$ cat src/rtl/accelerant_pkg.sv
// Shared Accelerant definitions: PE instruction encodings, the legality check
// used by the programming master, and the loader FSM state type.
package accelerant_pkg;

  localparam logic [3:0] INSTR_FADD    = 4'b0000;
  localparam logic [3:0] INSTR_FMUL    = 4'b0001;
  localparam logic [3:0] INSTR_REGLOAD = 4'b0010;
  localparam logic [3:0] INSTR_FMA     = 4'b0011;
  localparam logic [3:0] INSTR_SYS_FMA = 4'b1010;

  typedef enum logic [1:0] {
    ST_IDLE   = 2'd0,
    ST_LOAD   = 2'd1,
    ST_FINISH = 2'd2
  } loader_state_t;

  // Register-only load is legal: the PE keeps its configuration and latches data.
  function automatic logic is_legal_instr(input logic [3:0] instr);
    logic ok;
    case (instr)
      INSTR_FADD, INSTR_FMUL, INSTR_REGLOAD, INSTR_FMA, INSTR_SYS_FMA: ok = 1'b1;
      default:                                                        ok = 1'b0;
    endcase
    return ok;
  endfunction

endpackage

$ cat src/rtl/pe_load_decoder.sv
// Combinational PE target decode: index or broadcast to a strobe vector,
// plus a flag saying the target actually exists.
module pe_load_decoder
  import accelerant_pkg::*;
#(
  parameter int NUM_PE = 16,
  parameter int IDX_W  = (NUM_PE > 1) ? $clog2(NUM_PE) : 1
) (
  input  logic [IDX_W-1:0]  i_pe_idx,
  input  logic              i_broadcast,
  output logic [NUM_PE-1:0] o_load_vec,
  output logic              o_idx_ok
);

  logic [NUM_PE-1:0] w_hit;

  // One-hot match; an out-of-range index matches nothing.
  always_comb begin
    w_hit = {NUM_PE{1'b0}};
    for (int i = 0; i < NUM_PE; i++) begin
      w_hit[i] = (i_pe_idx == IDX_W'(i));
    end
  end

  assign o_load_vec = i_broadcast ? {NUM_PE{1'b1}} : w_hit;
  assign o_idx_ok   = i_broadcast | (|w_hit);

endmodule

$ cat src/rtl/pe_config_loader.sv
// Programming master for the Accelerant mesh: turns a valid/ready stream of
// configuration entries into single-cycle PE load pulses with status reporting.
module pe_config_loader
  import accelerant_pkg::*;
#(
  parameter int NUM_PE = 16,
  parameter int IDX_W  = (NUM_PE > 1) ? $clog2(NUM_PE) : 1
) (
  input  logic              clk,
  input  logic              reset,
  input  logic              start,
  input  logic              abort,
  input  logic              cfg_valid,
  output logic              cfg_ready,
  input  logic [IDX_W-1:0]  cfg_pe_idx,
  input  logic              cfg_broadcast,
  input  logic [3:0]        cfg_instruction,
  input  logic [31:0]       cfg_data,
  input  logic              cfg_last,
  output logic [NUM_PE-1:0] pe_load,
  output logic [3:0]        pe_instruction,
  output logic [31:0]       pe_data,
  output logic              busy,
  output logic              done,
  output logic              error,
  output logic [15:0]       entries_loaded
);

  loader_state_t     r_state;
  logic [NUM_PE-1:0] w_load_vec;
  logic              w_idx_ok;
  logic              w_accept;
  logic              w_legal;

  pe_load_decoder #(
    .NUM_PE (NUM_PE),
    .IDX_W  (IDX_W)
  ) u_decoder (
    .i_pe_idx    (cfg_pe_idx),
    .i_broadcast (cfg_broadcast),
    .o_load_vec  (w_load_vec),
    .o_idx_ok    (w_idx_ok)
  );

  assign w_accept = cfg_valid & cfg_ready;
  assign w_legal  = is_legal_instr(cfg_instruction) & w_idx_ok;

  // Session FSM; every output is registered and cfg_ready tracks the LOAD state.
  always_ff @(posedge clk or negedge reset) begin
    if (!reset) begin
      r_state        <= ST_IDLE;
      cfg_ready      <= 1'b0;
      pe_load        <= {NUM_PE{1'b0}};
      pe_instruction <= 4'd0;
      pe_data        <= 32'd0;
      busy           <= 1'b0;
      done           <= 1'b0;
      error          <= 1'b0;
      entries_loaded <= 16'd0;
    end else begin
      case (r_state)
        ST_IDLE: begin
          pe_load <= {NUM_PE{1'b0}};
          done    <= 1'b0;
          if (start && !abort) begin
            r_state        <= ST_LOAD;
            cfg_ready      <= 1'b1;
            busy           <= 1'b1;
            error          <= 1'b0;
            entries_loaded <= 16'd0;
          end else begin
            cfg_ready <= 1'b0;
            busy      <= 1'b0;
          end
        end
        ST_LOAD: begin
          if (abort) begin
            // The entry handshaken alongside abort is discarded without trace.
            r_state   <= ST_IDLE;
            cfg_ready <= 1'b0;
            busy      <= 1'b0;
            done      <= 1'b0;
            pe_load   <= {NUM_PE{1'b0}};
          end else if (w_accept) begin
            if (w_legal) begin
              pe_load        <= w_load_vec;
              pe_instruction <= cfg_instruction;
              pe_data        <= cfg_data;
              if (entries_loaded != 16'hFFFF) begin
                entries_loaded <= entries_loaded + 16'd1;
              end else begin
                entries_loaded <= entries_loaded;
              end
            end else begin
              pe_load <= {NUM_PE{1'b0}};
              error   <= 1'b1;
            end
            if (cfg_last) begin
              r_state   <= ST_FINISH;
              cfg_ready <= 1'b0;
              done      <= 1'b1;
            end else begin
              done <= 1'b0;
            end
          end else begin
            pe_load <= {NUM_PE{1'b0}};
            done    <= 1'b0;
          end
        end
        ST_FINISH: begin
          r_state   <= ST_IDLE;
          cfg_ready <= 1'b0;
          busy      <= 1'b0;
          done      <= 1'b0;
          pe_load   <= {NUM_PE{1'b0}};
        end
        default: begin
          r_state   <= ST_IDLE;
          cfg_ready <= 1'b0;
          busy      <= 1'b0;
          done      <= 1'b0;
          pe_load   <= {NUM_PE{1'b0}};
        end
      endcase
    end
  end

endmodule

$ cat config.mk
export PLATFORM = sky130hd
export DESIGN_NAME = pe_config_loader
export DESIGN_NICKNAME = d
export VERILOG_FILES = /design/src/rtl/accelerant_pkg.sv /design/src/rtl/pe_load_decoder.sv /design/src/rtl/pe_config_loader.sv
export SDC_FILE = /design/constraint.sdc
export NUM_CORES = 1
export LEC_CHECK = 0
export ABC_AREA = 1
export CAP_MARGIN = 20
export CORE_AREA = 2 2 110 112
export CTS_CLUSTER_SIZE = 20
export DETAILED_ROUTE_END_ITERATION = 7
export DIE_AREA = 0 0 112 114
export PLACE_DENSITY_LB_ADDON = 0.15
export SYNTH_ARGS = -nofsm -noshare
export SYNTH_HDL_FRONTEND = slang
export SYNTH_SLANG_ARGS = --single-unit
$ cat constraint.sdc
create_clock -name clk -period 1.9 [get_ports clk]
set_input_delay 0.19 -clock clk [delete_from_list [all_inputs] [get_ports clk]]
set_output_delay 0.19 -clock clk [all_outputs]
set_load 0.05 [all_outputs]
==> flow_metrics.py <==
metrics = {
    "critical_path": {
        "crit_fanout": 5,
        "cp_num_buf_inv": 1,
        "criticalPathCategory": "flop to primary output",
        "slowest_delay_ns": 0.85,
        "critPathLaunch": "entries_loaded[7]",
        "worst_path_max_delay_cell": "clkdlybuf4s50_1",
        "r2r_start": "entries_loaded[0]",
        "start_kind": "flop",
        "critPathRequiredTime_ns": 1.71,
        "cp.arrival_ns": 1.64,
        "crit_chain": "clkdlybuf4s50_1",
        "endpoint_kind": "primary output",
        "crit_family": "buffers and inverters",
    },
    "floorplan": {
        "die_h_microns": 114,
        "die_area_sq_um": 12770,
        "rows": 40,
        "start_util": 0.2889,
        "ios": 119,
        "chipWidth_microns": 112,
        "core_sq_um": 11710,
    },
    "timing": {
        "period_share": 0.9637,
        "max_clock_freq_mhz": 546.1,
        "setup_violations": 0,
        "final.setup.tns_ns": 0,
        "holdWs_ns": 0.3306,
        "tightest_slew_ns": 0.5332,
        "rsz0062_at_grt": "no",
        "drv_slew": 0,
        "fin_skew_ns": 0.007129,
        "max_slew_margin": 0.6434,
        "finalHoldViolCount": 0,
        "fin_crit_ns": 1.831,
    },
    "final_layout": {
        "drive_gt1_frac": 0.1208,
        "multi_input_area_sq_um": 1334,
        "final_cell_mix": "157 x nand2_1, 112 x clkdlybuf4s50_1, 74 x dfrtp_1, 38 x nor2_1, 26 x inv_1",
        "fill_cells": 1184,
        "nets": 573,
        "diodes": 0,
        "final_common_cell": "nand2_1",
        "seqCellArea_sq_um": 1852,
        "synthToLayoutAreaGrowth_pct": 51.89,
    },
    "global_routing": {
        "antenna_found_initial": 0,
        "grt_pass1_vias": 2876,
        "grt_first_pass_wirelength_mm": 14.29,
        "grt_usage": 0.1409,
        "grt_max_degree": 45,
        "grt_overflow": 0,
    },
    "cts": {
        "clock_sinks": 74,
        "clock_latency_ns": 0.33,
        "htreeDepth": 3,
        "postCtsSetupBuffers": 0,
        "cts.clk_slew.worst_paths_ns": 0.06,
        "cts_buffers": 9,
        "cts-root-buf": "clkbuf_16",
        "cts_buffer_depth": 2,
        "cts_tree": "built",
    },
    "worst_hold_path": {
        "hold_path.class": "input port to async pin",
    },
    "synth": {
        "yosys_register_bits": 74,
        "ys_seq_area_frac": 0.5473,
        "syn_area_per_cell_sq_um": 8.395,
        "synth_cell_types": 30,
        "synth_top_area_share": 0.5473,
        "synth_nets": 451,
        "yosysTopAreaCell": "dfrtp_1",
        "netlist_area_sq_um": 3383,
        "syn-instance-count": 403,
        "yosysWarnings": 0,
        "synth_area_leaders": "dfrtp_1 55%, nand2_1 17%, nor2_1 4.2%",
    },
    "power_and_ir_drop": {
        "swShare": 0.2974,
        "p_seq_frac": 0.368,
        "power_leakage_uw": 0.002554,
        "power_density_nw_per_um2": 939.3,
        "ir_drop_mv": 0.3952,
        "p_sw_uw": 1435,
        "pwr-share-clk": 0.412,
        "p_comb_frac": 0.220,
        "p_int_uw": 3392,
    },
    "route": {
        "dr_total_vias": 2939,
        "drt_iter0_drc": 81,
        "totalWireLength_mm": 8.486,
        "wl_per_cell_microns": 12.53,
        "firstDrtPassIters": 4,
        "post_drt_via_cell_ratio": 4.341,
        "drc": 0,
        "ant_nets": 0,
    },
    "flow_run": {
        "max-cap-violations": 0,
    },
    "placement": {
        "gp_congestion": 0.8192,
        "portBuffers": 118,
        "dp_hpwl_mm": 6.115,
    },
    "outcome": {
        "status": "complete, no violations",
    },
}
==> flip-flops by register name (all words and copies together) (netlist names) <==
signal / flops
entries_loaded: 16
cfg_ready: 1
pe_load: 16
pe_instruction: 4
busy: 1
r_state: 2
done: 1
pe_data: 32
error: 1
==> through the flow <==
step	instance area [sq um]	power [uW]	setup WS, ns	utilization	std cells
floorplan	3383	2429	0.1938	-	403
global placement	4766	2869	0.2327	0.4069	660
detailed placement	4766	2878	0.1906	0.4069	660
CTS	5129	4909	0.01542	0.4379	677
global route	5139	5050	0.02568	0.4388	677
finish	5139	4827	0.06897	0.4388	677
==> Yosys cell counts (all sizes together) <==
cell type and instances:
nand2 168, ha 1, dfrtp 74, clkbuf 3
o21a 1, a21oi 17, nor2b 1, inv 30
nand4 6, a21o 1, o211ai 1, nor2 45
xnor2 1, o21ai 15, or2 5, nand3 19
o21bai 2, buf 11, xor2 2
==> kinds of logic (layout without fill, tap and decap cells) <==
group           count (synthesis)  count (layout)  synth area share
compound gates                 37              37           0.07063
simple gates                  244             244            0.3121
flops                          74              74            0.5473
xor+xnor                        3               3          0.007768
fa+ha+maj                       1               1          0.003698
buf+inv                        44             171           0.05843
==> layer usage <==
layer / up-vias / GRT usage / part of all wire
met4: 0 / 0.06585 / 0.019
met2: 92 / 0.2149 / 0.45
met1: 1337 / 0.1773 / 0.44
met5: - / 0 / 0
li1: 1499 / - / -
met3: 11 / 0.05473 / 0.089
==> final timing paths <==
path / cells past startpoint / slack, ns / end
max: 1 / 0.07 / entries_loaded[7]
min: 2 / 0.33 / pe_load[10]
max reg2reg: 8 / 0.34 / entries_loaded[4]
min reg2reg: 2 / 0.47 / pe_data[16]
max in group asynchronous: 3 / 1.00 / pe_data[25]
min in group clk: 3 / 0.39 / pe_data[11]
==> power by group through the flow <==
stage | logic, uW | clock network (uW) | registers [uW]
global route | 1130 | 2120 | 1790
finish | 1060 | 1990 | 1780
detailed placement | 1070 | 0 | 1800
floorplan | 202 | 0 | 2230
CTS | 1080 | 2050 | 1780
global placement | 1070 | 0 | 1800
==> repair_timing <==
action                                  in CTS  in global routing
endpoints found under the setup margin       0                  4
hold buffers                                 1                  0
endpoints found under the hold margin       30                  0
gates resized for setup                      0                  4
==> final cells by class <==
cell class                 instances  area share
sequential                        74      0.3604
multi-input combinational        285      0.2596
timing repair buffer             125      0.2537
clock buffer                      10     0.04651
tap                              147     0.03579
clock inverter                     6     0.02216
inverter                          30     0.02191
No activity file was read; power rests on OpenSTA's default activity.
